[config.mk]
export PLATFORM = sky130hd
export DESIGN_NAME = layer0_writer_flat
export DESIGN_NICKNAME = d
export VERILOG_FILES = /design/src/rtl/layer0_writer_if.sv /design/src/rtl/layer0_writer.sv /design/src/flat_wrapper.sv
export SDC_FILE = /design/constraint.sdc
export NUM_CORES = 1
export LEC_CHECK = 0
export CAP_MARGIN = 20
export CORE_MARGIN = 2
export CORE_UTILIZATION = 40
export DETAILED_ROUTE_END_ITERATION = 7
export DONT_BUFFER_PORTS = 1
export GPL_ROUTABILITY_DRIVEN = 0
export PLACE_DENSITY = 0.62
export RECOVER_POWER = 50
export SYNTH_ARGS = -nofsm -noshare
export SYNTH_HDL_FRONTEND = slang
export SYNTH_SLANG_ARGS = --single-unit
export TNS_END_PERCENT = 30
[constraint.sdc]
create_clock -name clk -period 2.5 [get_ports clk]
set_input_delay 0.5 -clock clk [delete_from_list [all_inputs] [get_ports clk]]
set_output_delay 0.5 -clock clk [all_outputs]
set_load 0.03 [all_outputs]
[src/rtl/layer0_writer_if.sv]
// Layer-0 writer bus: producer handshake on the input side, result-memory
// write port plus status on the output side.
interface layer0_writer_if #(
    parameter int unsigned DW = 19
);
    localparam int unsigned CAW = 12;
    localparam int unsigned CDW = 20;
    localparam int unsigned SW  = 3;

    logic           i_start;
    logic           i_valid;
    logic [DW-1:0]  i_data_0;
    logic [DW-1:0]  i_data_1;
    logic           o_busy;
    logic           o_go_down;
    logic           o_cwr;
    logic [CAW-1:0] o_caddr_wr;
    logic [SW-1:0]  o_csel;
    logic [CDW-1:0] o_cdata_wr;
    logic           o_done;
    logic           o_overrun;

    // Producer / memory side (drives the results, observes the writes)
    modport master (
        output i_start, i_valid, i_data_0, i_data_1,
        input  o_busy, o_go_down, o_cwr, o_caddr_wr, o_csel, o_cdata_wr,
        input  o_done, o_overrun
    );

    // Writer side
    modport slave (
        input  i_start, i_valid, i_data_0, i_data_1,
        output o_busy, o_go_down, o_cwr, o_caddr_wr, o_csel, o_cdata_wr,
        output o_done, o_overrun
    );
endinterface

[src/rtl/layer0_writer.sv]
// Layer-0 result sink: writes kernel-0 results on arrival, buffers kernel-1
// results for the row and flushes them once the row is complete.
module layer0_writer #(
    parameter int unsigned COLS = 64,
    parameter int unsigned ROWS = 64,
    parameter int unsigned DW   = 19,
    parameter logic [2:0]  SEL0 = 3'b001,
    parameter logic [2:0]  SEL1 = 3'b010
) (
    input  logic            clk,
    input  logic            reset,
    layer0_writer_if.slave  bus
);
    localparam int unsigned COL_W = $clog2(COLS);
    localparam int unsigned ROW_W = $clog2(ROWS);
    localparam int unsigned CAW   = 12;
    localparam int unsigned CDW   = 20;
    localparam int unsigned SW    = 3;

    typedef enum logic [2:0] {
        S_IDLE    = 3'd0,
        S_ROW     = 3'd1,
        S_FLUSH   = 3'd2,
        S_HANDOFF = 3'd3,
        S_DONE    = 3'd4
    } state_t;

    state_t           state_q, state_d;
    logic [ROW_W-1:0] row_q,   row_d;
    logic [COL_W-1:0] col_q,   col_d;
    logic [COL_W-1:0] fidx_q,  fidx_d;

    logic             cwr_q,   cwr_d;
    logic [SW-1:0]    csel_q,  csel_d;
    logic [CAW-1:0]   caddr_q, caddr_d;
    logic [CDW-1:0]   cdata_q, cdata_d;
    logic             busy_q,  busy_d;
    logic             go_q,    go_d;
    logic             done_q,  done_d;
    logic             ovr_q,   ovr_d;

    logic             buf_we;
    logic [DW-1:0]    row_buf [COLS];
    logic [DW-1:0]    buf_rd;

    logic             last_col;
    logic             last_flush;
    logic             last_row;

    assign last_col   = (col_q  == COL_W'(COLS - 1));
    assign last_flush = (fidx_q == COL_W'(COLS - 1));
    assign last_row   = (row_q  == ROW_W'(ROWS - 1));
    assign buf_rd     = row_buf[fidx_q];

    // State register
    always_ff @(posedge clk) begin
        if (!reset) begin
            state_q <= S_IDLE;
        end else begin
            state_q <= state_d;
        end
    end

    // Next-state logic
    always_comb begin
        state_d = state_q;
        case (state_q)
            S_IDLE: begin
                if (bus.i_start) begin
                    state_d = S_ROW;
                end
            end
            S_ROW: begin
                if (bus.i_valid && last_col) begin
                    state_d = S_FLUSH;
                end
            end
            S_FLUSH: begin
                if (last_flush) begin
                    state_d = last_row ? S_DONE : S_HANDOFF;
                end
            end
            S_HANDOFF: state_d = S_ROW;
            S_DONE:    state_d = S_IDLE;
            default:   state_d = S_IDLE;
        endcase
    end

    // Output and datapath next values; every output is registered below
    always_comb begin
        row_d   = row_q;
        col_d   = col_q;
        fidx_d  = fidx_q;
        cwr_d   = 1'b0;
        csel_d  = '0;
        caddr_d = '0;
        cdata_d = '0;
        go_d    = 1'b0;
        done_d  = 1'b0;
        ovr_d   = ovr_q;
        buf_we  = 1'b0;
        // Busy stays up through the cycle that carries o_done
        busy_d  = (state_d != S_IDLE) || (state_q == S_DONE);
        case (state_q)
            S_IDLE: begin
                if (bus.i_start) begin
                    row_d  = '0;
                    col_d  = '0;
                    fidx_d = '0;
                    ovr_d  = bus.i_valid;
                end else if (bus.i_valid) begin
                    ovr_d  = 1'b1;
                end
            end
            S_ROW: begin
                if (bus.i_valid) begin
                    cwr_d   = 1'b1;
                    csel_d  = SEL0;
                    caddr_d = CAW'({row_q, col_q});
                    cdata_d = CDW'(bus.i_data_0);
                    buf_we  = 1'b1;
                    col_d   = col_q + COL_W'(1);
                end
            end
            S_FLUSH: begin
                cwr_d   = 1'b1;
                csel_d  = SEL1;
                caddr_d = CAW'({row_q, fidx_q});
                cdata_d = CDW'(buf_rd);
                fidx_d  = fidx_q + COL_W'(1);
                if (bus.i_valid) begin
                    ovr_d = 1'b1;
                end
            end
            S_HANDOFF: begin
                go_d  = 1'b1;
                row_d = row_q + ROW_W'(1);
                if (bus.i_valid) begin
                    ovr_d = 1'b1;
                end
            end
            S_DONE: begin
                done_d = 1'b1;
                if (bus.i_valid) begin
                    ovr_d = 1'b1;
                end
            end
            default: begin
                row_d = '0;
            end
        endcase
    end

    // Counters and registered outputs
    always_ff @(posedge clk) begin
        if (!reset) begin
            row_q   <= '0;
            col_q   <= '0;
            fidx_q  <= '0;
            cwr_q   <= 1'b0;
            csel_q  <= '0;
            caddr_q <= '0;
            cdata_q <= '0;
            busy_q  <= 1'b0;
            go_q    <= 1'b0;
            done_q  <= 1'b0;
            ovr_q   <= 1'b0;
        end else begin
            row_q   <= row_d;
            col_q   <= col_d;
            fidx_q  <= fidx_d;
            cwr_q   <= cwr_d;
            csel_q  <= csel_d;
            caddr_q <= caddr_d;
            cdata_q <= cdata_d;
            busy_q  <= busy_d;
            go_q    <= go_d;
            done_q  <= done_d;
            ovr_q   <= ovr_d;
        end
    end

    // Kernel-1 row buffer; contents are don't-care after reset
    always_ff @(posedge clk) begin
        if (buf_we) begin
            row_buf[col_q] <= bus.i_data_1;
        end
    end

    assign bus.o_cwr      = cwr_q;
    assign bus.o_csel     = csel_q;
    assign bus.o_caddr_wr = caddr_q;
    assign bus.o_cdata_wr = cdata_q;
    assign bus.o_busy     = busy_q;
    assign bus.o_go_down  = go_q;
    assign bus.o_done     = done_q;
    assign bus.o_overrun  = ovr_q;

endmodule

[src/flat_wrapper.sv]
// flat-port wrapper written by rule: the top's interface ports become plain ports
module layer0_writer_flat 
#(
    parameter int unsigned COLS = 64,
    parameter int unsigned ROWS = 64,
    parameter int unsigned DW   = 19,
    parameter logic [2:0]  SEL0 = 3'b001,
    parameter logic [2:0]  SEL1 = 3'b010
)
  (clk, reset, bus_i_start, bus_i_valid, bus_i_data_0, bus_i_data_1, bus_o_busy, bus_o_go_down, bus_o_cwr, bus_o_caddr_wr, bus_o_csel, bus_o_cdata_wr, bus_o_done, bus_o_overrun);
  layer0_writer_if #(.DW(DW)) bus_i ();
  input  logic clk;
  input  logic reset;
  input wire logic [$bits(bus_i.i_start)-1:0] bus_i_start;
  input wire logic [$bits(bus_i.i_valid)-1:0] bus_i_valid;
  input wire logic [$bits(bus_i.i_data_0)-1:0] bus_i_data_0;
  input wire logic [$bits(bus_i.i_data_1)-1:0] bus_i_data_1;
  output wire logic [$bits(bus_i.o_busy)-1:0] bus_o_busy;
  output wire logic [$bits(bus_i.o_go_down)-1:0] bus_o_go_down;
  output wire logic [$bits(bus_i.o_cwr)-1:0] bus_o_cwr;
  output wire logic [$bits(bus_i.o_caddr_wr)-1:0] bus_o_caddr_wr;
  output wire logic [$bits(bus_i.o_csel)-1:0] bus_o_csel;
  output wire logic [$bits(bus_i.o_cdata_wr)-1:0] bus_o_cdata_wr;
  output wire logic [$bits(bus_i.o_done)-1:0] bus_o_done;
  output wire logic [$bits(bus_i.o_overrun)-1:0] bus_o_overrun;
  assign bus_i.i_start = bus_i_start;
  assign bus_i.i_valid = bus_i_valid;
  assign bus_i.i_data_0 = bus_i_data_0;
  assign bus_i.i_data_1 = bus_i_data_1;
  assign bus_o_busy = bus_i.o_busy;
  assign bus_o_go_down = bus_i.o_go_down;
  assign bus_o_cwr = bus_i.o_cwr;
  assign bus_o_caddr_wr = bus_i.o_caddr_wr;
  assign bus_o_csel = bus_i.o_csel;
  assign bus_o_cdata_wr = bus_i.o_cdata_wr;
  assign bus_o_done = bus_i.o_done;
  assign bus_o_overrun = bus_i.o_overrun;
  layer0_writer #(.COLS(COLS), .ROWS(ROWS), .DW(DW), .SEL0(SEL0), .SEL1(SEL1)) u_core (.clk(clk), .reset(reset), .bus(bus_i));
endmodule
# Word-level counts from Yosys, hierarchy flattened
# Memories as Yosys holds them, arrays and structs flattened. A register that Yosys moved wholly into a read port is not among the register bits.
# Index checks and enable logic that the tools add are counted.
# W data, S select, Z words.
[word_totals]
out_inout_bits = 40
n_memories = 1
elab_cells = 66
ff_bits = 61
mem_bits_rw = 1216
inputBits = 42
[memory_table]
columns = ["memory", "words", "word_bits", "read_ports", "rd_ports_with_merged_regs", "write_ports", "line_no", "text"]
rows = [
  ["u_core.row_buf", 64, 19, 1, 1, 1, "layer0_writer.sv:43", "logic [DW-1:0] row_buf [COLS];"],
]
[op_classes]
add_sub_neg = 3
n_reduce_logical = 12
n_bitwise = 1
n_eq_ne = 9
n_mux = 28
[op_table]
columns = ["cell", "n"]
rows = [
  ["$pmux W20 S2", 1],
  ["$mux W6", 4],
  ["$pmux W12 S2", 1],
  ["$pmux W6 S2", 2],
  ["$mux W19", 1],
  ["$add A6 B1 Y6 const B", 3],
  ["$eq A6 B6 Y1 const B", 3],
  ["$pmux W6 S3", 1],
  ["$mux W12", 1],
  ["$mux W3", 4],
  ["$pmux W3 S4", 1],
  ["$mux W1", 9],
  ["$eq A3 B2 Y1 const B", 2],
  ["$pmux W3 S2", 1],
  ["$reduce_bool A2 Y1", 3],
  ["$reduce_or A3 Y1", 2],
  ["$ne A2 B2 Y1 const B", 2],
  ["$pmux W1 S2", 2],
  ["$reduce_and A2 Y1", 2],
  ["$eq A3 B1 Y1 const B", 1],
  ["$eq A3 B3 Y1 const B", 1],
  ["$logic_not A3 Y1", 1],
  ["$reduce_and A3 Y1", 1],
  ["$reduce_bool A3 Y1", 1],
  ["other kinds (3)", 3],
]

# Longest topological paths before layout
# Gate-level depths: netlist of run 1.
[logic_depth]
ltp_word = 6
depth_mapped = 10
depth_no_buf = 6

# Worst setup path before layout of run 1
# OpenSTA, ideal clock, no wires.
[synth_timing]
path_kind = "register to register"
startpoint = "register u_core.state_q[0]"
endpoint = "memory u_core.row_buf[63][0] (enable)"
path_slack_ps = -188
synth_period_minus_slack_ps = 2688
stages_incl_launch_ff = 6
setup_time_ps = 395
arrival_time_ps = 2293
required_time_ps = 2105
n_path_buf = 1
cell_sequence = "dfxtp_1 clkbuf_1 nand3_1 nor2_1 nand4_1 nor2_1"
[synth_between]
elab_chain_cells = 4
[synth_rtl]
columns = ["element", "line_no", "text"]
rows = [
  ["start: declaration", "layer0_writer.sv:28", "state_t state_q, state_d;"],
  ["start signal: assignment", "layer0_writer.sv:60", "state_q <= state_d;"],
  ["$eq A3 B1 Y1", "layer0_writer.sv:104", "case (state_q)"],
  ["$mux W1", "layer0_writer.sv:104", ""],
  ["$mux W1", "layer0_writer.sv:185", "if (buf_we) begin"],
  ["$mux W1 (not written as such)", "layer0_writer.sv:186", "row_buf[col_q] <= bus.i_data_1;"],
  ["end: declaration", "layer0_writer.sv:43", ""],
]
# Every way passes these cells.

==> results of run 1 <==
==> flip-flops by register name, indices dropped and copies added (netlist names), named ones only <==
signal	cells
u_core.bus.o_busy	1
u_core.bus.o_caddr_wr	12
u_core.bus.o_cdata_wr	19
u_core.bus.o_csel	2
u_core.bus.o_cwr	1
u_core.bus.o_done	1
u_core.bus.o_go_down	1
u_core.bus.o_overrun	1
u_core.col_q	6
u_core.fidx_q	6
u_core.row_buf	1216
u_core.row_q	6
u_core.state_q	3
==> worst max-delay path: cells and delay by family (launching register included) <==
family,cells,cell delay (ps)
AOI/OAI and AO/OA,1,630
and+or+nand+nor,1,300
DFF,1,380
buffers and inverters,2,270
muxes,3,860
==> report_power, final <==
part           total [W]  switching [W]  internal [W]  leakage, nW
Clock             0.0192        0.00796        0.0112         2.08
Combinational   0.000533       0.000448     0.0000849         4.49
Sequential        0.0236      0.0000363        0.0235         11.5
==> cell type report <==
class,count,area (um^2)
Antenna cell,5,12.51
Clock buffer,177,3680
Clock inverter,65,596.8
Fill cell,9746,63290
Inverter,6,23.77
Multi-Input combinational cell,808,10770
Sequential cell,1281,37830
Tap cell,1625,2033
Timing Repair Buffer,283,3323
==> layer usage <==
layer  vias to the layer above  wire, um  track usage
met5                         -        66            0
met4                        10      3111      0.05872
met3                       177      9903      0.05418
met2                       926     58290       0.3068
met1                     12815     48950       0.2546
li1                       9923         -            -
==> worst paths after layout <==
path              slack [ps]                                   end  cells past startpoint
setup / recovery        -150   u_core.bus.o_cdata_wr[4]$_SDFF_PN0_                      7
hold / removal            80          u_core.row_q[3]$_SDFFE_PN0P_                      2
setup reg to reg        -150   u_core.bus.o_cdata_wr[4]$_SDFF_PN0_                      7
hold reg to reg          460  u_core.bus.o_caddr_wr[11]$_SDFF_PN0_                      1
==> metrics by stage <==
| stage | hold WS [ps] | power (W) | cell area, um^2 |
|---|---|---|---|
| 2_1_floorplan | 429.8 | 0.02407 | 48900 |
| 3_3_place_gp | 457.0 | 0.02413 | 53160 |
| 3_5_place_dp | 457.0 | 0.02413 | 53160 |
| 4_1_cts | 0.2994 | 0.04364 | 58360 |
| 5_1_grt | 53.53 | 0.04452 | 58260 |
| 6_report | 77.14 | 0.04326 | 58270 |
==> cell families (layout without fill, tap and decap cells) <==
family / count (synthesis) / in the layout / share of synthesized area
compound gates: 122 / 122 / 0.01679
xor+xnor: 11 / 11 / 0.001970
fa+ha+maj: 3 / 3 / 0.0007677
buf+inv: 125 / 531 / 0.01241
flops: 1281 / 1281 / 0.7734
mux: 426 / 426 / 0.1702
other cells: 1 / 7 / 0.00007669
simple gates: 244 / 244 / 0.02436
==> synthesized netlist by cell type (all sizes together) (2+ instances only) <==
cell type / count
nor2: 100
ha: 3
o31ai: 3
mux4: 324
nand4bb: 3
and2: 13
nand2: 29
a21oi: 25
nor3: 11
o21ai: 12
mux2: 5
xor2: 8
xnor2: 3
mux2i: 97
nor4: 2
nor2b: 11
dfxtp: 65
nand3b: 5
and3: 6
o22a: 3
nand3: 32
or3b: 2
or4b: 2
nand2b: 16
o211ai: 16
nand4: 8
a21boi: 4
buf: 72
a22oi: 35
inv: 6
clkbuf: 47
a211oi: 3
edfxtp: 1216
o221ai: 2
o22ai: 14
==> what timing repair did <==
item,in CTS,in global routing
endpoints found under the setup margin,8,14
setup buffers,9,19
pin swaps,7,10
cloned,4,1
hold buffers,32,1
hold endpoints to repair,1251,1
resized for setup,8,29
==> results.toml, run 1 <==
[yosys]
netlist_top_cells_area = "edfxtp_1 75%, mux4_2 15%, dfxtp_1 2.7%, mux2i_1 2.0%, nor2_1 0.77%"
ys.flop_type = "edfxtp_1"
synth-async-reset-ratio = 0
yosysSeqAreaShare = 0.7734
ys_seq_elements = 1281
synth_warnings = 0
yosysTopAreaCell = "edfxtp_1"
synth_top_area_frac = 0.7468
synth-edff-count = 1216
synthCells = 2213
synthDistinctLibCells = 50
avgSynthCellArea_um2 = 22.10
synth_area_um2 = 48900

[detailed_routing]
drt-initial-drc-count = 2557
wirelength_um = 120300
antenna_left = 0
drt_pass1_iterations = 6
num_vias = 23851
drc = 0
wire_per_inst_um = 28.31
viasPerCell = 5.612

[global_routing]
antenna_found_initial = 7
grt_pass1_wl_um = 172400
grt_max_degree = 65
grt_pass1_vias = 24479
grt.overflow.total = 0
grtUsageTotal = 0.1914

[cts]
clk_pin_slew_ps = 60
cts-root-buf = "clkbuf_16"
cts.sinks = 1281
cts_buffers = 131
tritoncts = "done"
ctsLongestPathBuffers = 3
cts-htree-levels = 4
clk_latency_ps = 730

[timing]
tightest_slew_ps = 2738
finalHoldViolCount = 0
setup_tns_ps = -368.3
fin_ws_ps = -148.0
skew_ps = 27.96
fin_crit_sh = 1.059
fmax_mhz = 377.6
setup_violations = 5
slew_headroom = -0.8252
drv_slew = 512
min_period_ps = 2648
rsz0062_at_grt = "yes"

[power_and_ir_drop]
ir_drop_mv = 0.6799
p_leak_nw = 18.02
p_per_area_nw_per_um2 = 742.4

[worst_hold_path]
min_path_type = "primary input to register"
worstHoldStart = "reset"

[die]
die_w_um = 353.6
rows = 128
core_area_um2 = 121600
die_y_um = 353.6
io_pins = 82
die-area_um2 = 125100
initial_utilization = 0.4023

[cells_and_area]
nNetsFinal = 2556
final_cell_mix = "1216 x edfxtp_1, 324 x mux4_2, 154 x buf_4"
final_cells = 4250
postLayoutCoreUtil = 0.4794
area_growth_pct = 19.17
layout_commonest_cell = "edfxtp_1"
drive_gt1_frac = 0.3351

[critical_path]
path_max_fanout = 8
cp_slowest_cell = "o211ai_1"
critPathLaunchType = "register"
crit_chain = "buf_12 > buf_16 > mux4_2 > mux2i_2 > mux2i_1 > o211ai_1 > nand3_1"
critPathKind = "register to register"
crit_arrival_ps = 3170
max_stage_delay_ps = 630
cp-end-kind = "register"
cp.required_ps = 3020

[placed_design]
post-place-ws_ps = -287.5
dp_cells = 3937
io_buffers = 0
dpl.hpwl_um = 71880

[run_status]
status = "finished with violations"
violations = "capacitance limit, slew limit, setup timing"

[run]
drv_cap = 7
No activity file was read; power rests on OpenSTA's default activity.
==> run 2: changes to the inputs <==
Settings changed: CORE_MARGIN 2 to default, CTS_CLUSTER_DIAMETER from default to 100.
==> run 2 against run 1 <==
Effect of this change: the flow still finishes with violations (capacitance limit, slew limit, setup timing); final area decreased by 1.0%; first-iteration DRC count decreased by 5.4%; power decreased by 0.24%; worst hold slack got worse by 27 ps; count of clock-buffer cells in the layout increased by 2; clock power about the same; die area decreased by 1.1%; critical path type unchanged; largest cell class unchanged; highest routed layer unchanged.
==> results.toml, run 2 (synthesis results as in run 1) <==
[detailed_routing]
wire_per_inst_um = 28.55
antenna_left = 0
drc = 0
wirelength_um = 119600
drt-initial-drc-count = 2418
viasPerCell = 5.636
num_vias = 23615
drt_pass1_iterations = 5

[critical_path]
cp.required_ps = 3130
crit_arrival_ps = 3140
cp-end-kind = "register"
critPathKind = "register to register"
critPathLaunchType = "register"
path_max_fanout = 5
reg2reg_slack_ps = -10

[cells_and_area]
num-fill-cells = 9729
regMostFlops = "u_core.row_buf"
regArea_um2 = 37830
drive_gt1_frac = 0.3207
nNetsFinal = 2512
layout_commonest_cell = "edfxtp_1"
area_growth_pct = 17.95
final_cell_mix = "1216 x edfxtp_1, 324 x mux4_2, 139 x clkbuf_16"
largest_reg_flops = 1216
final_area_um2 = 57680
multi_input_area_um2 = 10740

[global_routing]
grt.overflow.total = 0
grt_pass1_vias = 24328
grt_max_degree = 65
grtUsageTotal = 0.1954
antenna_found_initial = 8
grt_pass1_wl_um = 171400

[cts]
cts_buffers = 134
cts-root-buf = "clkbuf_16"
tritoncts = "done"
ctsLongestPathBuffers = 3
clk_latency_ps = 780
cts-htree-levels = 4
cts.sinks = 1281
clk_pin_slew_ps = 60

[die]
initial_utilization = 0.4054
die_y_um = 351.6
io_pins = 82
die_w_um = 351.6
die-area_um2 = 123600
rows = 127
core_area_um2 = 120600

[power_and_ir_drop]
p_int_w = 0.03439
ir_drop_mv = 0.6433
p_sw_frac = 0.2030
p_clk_frac = 0.442
seqPwrFrac = 0.546
p_per_area_nw_per_um2 = 748.2
comb_power_share = 0.012
p_sw_w = 0.008759
p_leak_nw = 17.70

[timing]
drv_slew = 615
fin_ws_ps = -13.81
slew_headroom = -0.8609
setup_tns_ps = -13.81
min_period_ps = 2514
finalHoldViolCount = 0
fin_crit_sh = 1.006
fmax_mhz = 397.8
skew_ps = 41.25
tightest_slew_ps = 2791
rsz0062_at_grt = "yes"
setup_violations = 1
whs_ps = 49.69

[run]
drv_cap = 9

[placed_design]
io_buffers = 0
dpl.hpwl_um = 70560
placed_area_um2 = 52790

[run_status]
status = "finished with violations"
violations = "capacitance limit, slew limit, setup timing"

[worst_hold_path]
min_path_type = "primary input to register"
## run 2: power by group through the flow
stage | sequential, W | combinational [W] | clock [W]
floorplan | 0.0240 | 0.0000935 | 0
detailed placement | 0.0240 | 0.000150 | 0
finish | 0.0236 | 0.000539 | 0.0191
global placement | 0.0240 | 0.000146 | 0
CTS | 0.0235 | 0.000608 | 0.0194
global route | 0.0235 | 0.000570 | 0.0202
## run 2: timing repair
item	in CTS	in global routing
setup endpoints to repair	7	15
endpoints found under the hold margin	1264	1
hold buffers	37	1
buffers inserted	0	14
resized for setup	10	26
pin swaps	0	6
cloned	1	3
## run 2: per-stage QoR
stage / worst slack (ps) / total power (W) / util / instances
after detailed placement: -221.6 / 0.02412 / 0.4377 / 3887
final: -13.81 / 0.04315 / 0.4782 / 4190
after CTS: -47.58 / 0.04355 / 0.4791 / 4170
after global routing: -86.43 / 0.04436 / 0.4782 / 4189
after floorplan: -187.5 / 0.02407 / - / 2214
after global placement: -184.5 / 0.02412 / 0.4377 / 3887
## run 2: per-layer routing
metal	wire [um]	vias to the layer above	GRT usage
li1	-	9822	-
met1	47850	12677	0.2587
met2	58520	914	0.3152
met3	9688	198	0.04800
met4	3529	4	0.06859
met5	22	-	0
## run 2: layout make-up
class | instances | area share
antenna | 2 | 0.00008678
clock buffer | 179 | 0.06319
clock inverter | 66 | 0.009784
inverter | 6 | 0.0004122
multi-input combinational | 808 | 0.1863
sequential | 1281 | 0.6559
tap | 1612 | 0.03497
timing repair buffer | 236 | 0.04933
## run 2: critical path: stages, from the launching register on
cell and delay, ps:
dfxtp_4 410, buf_12 120, clkbuf_16 140, mux4_2 510, mux4_2 510, o21ai_1 190, a21oi_2 90, or4_1 410
## run 2: final timing paths
| check | endpoint | cells past startpoint | start |
|---|---|---|---|
| worst max-delay path | u_core.bus.o_cdata_wr[17]$_SDFF_PN0_ | 7 | register |
| worst min-delay path | u_core.bus.o_done$_SDFF_PN0_ | 2 | reset |
| worst max register to register | u_core.bus.o_cdata_wr[17]$_SDFF_PN0_ | 7 | register |
| worst min register to register | u_core.bus.o_caddr_wr[11]$_SDFF_PN0_ | 1 | u_core.row_q[5]$_SDFFE_PN0P_ |
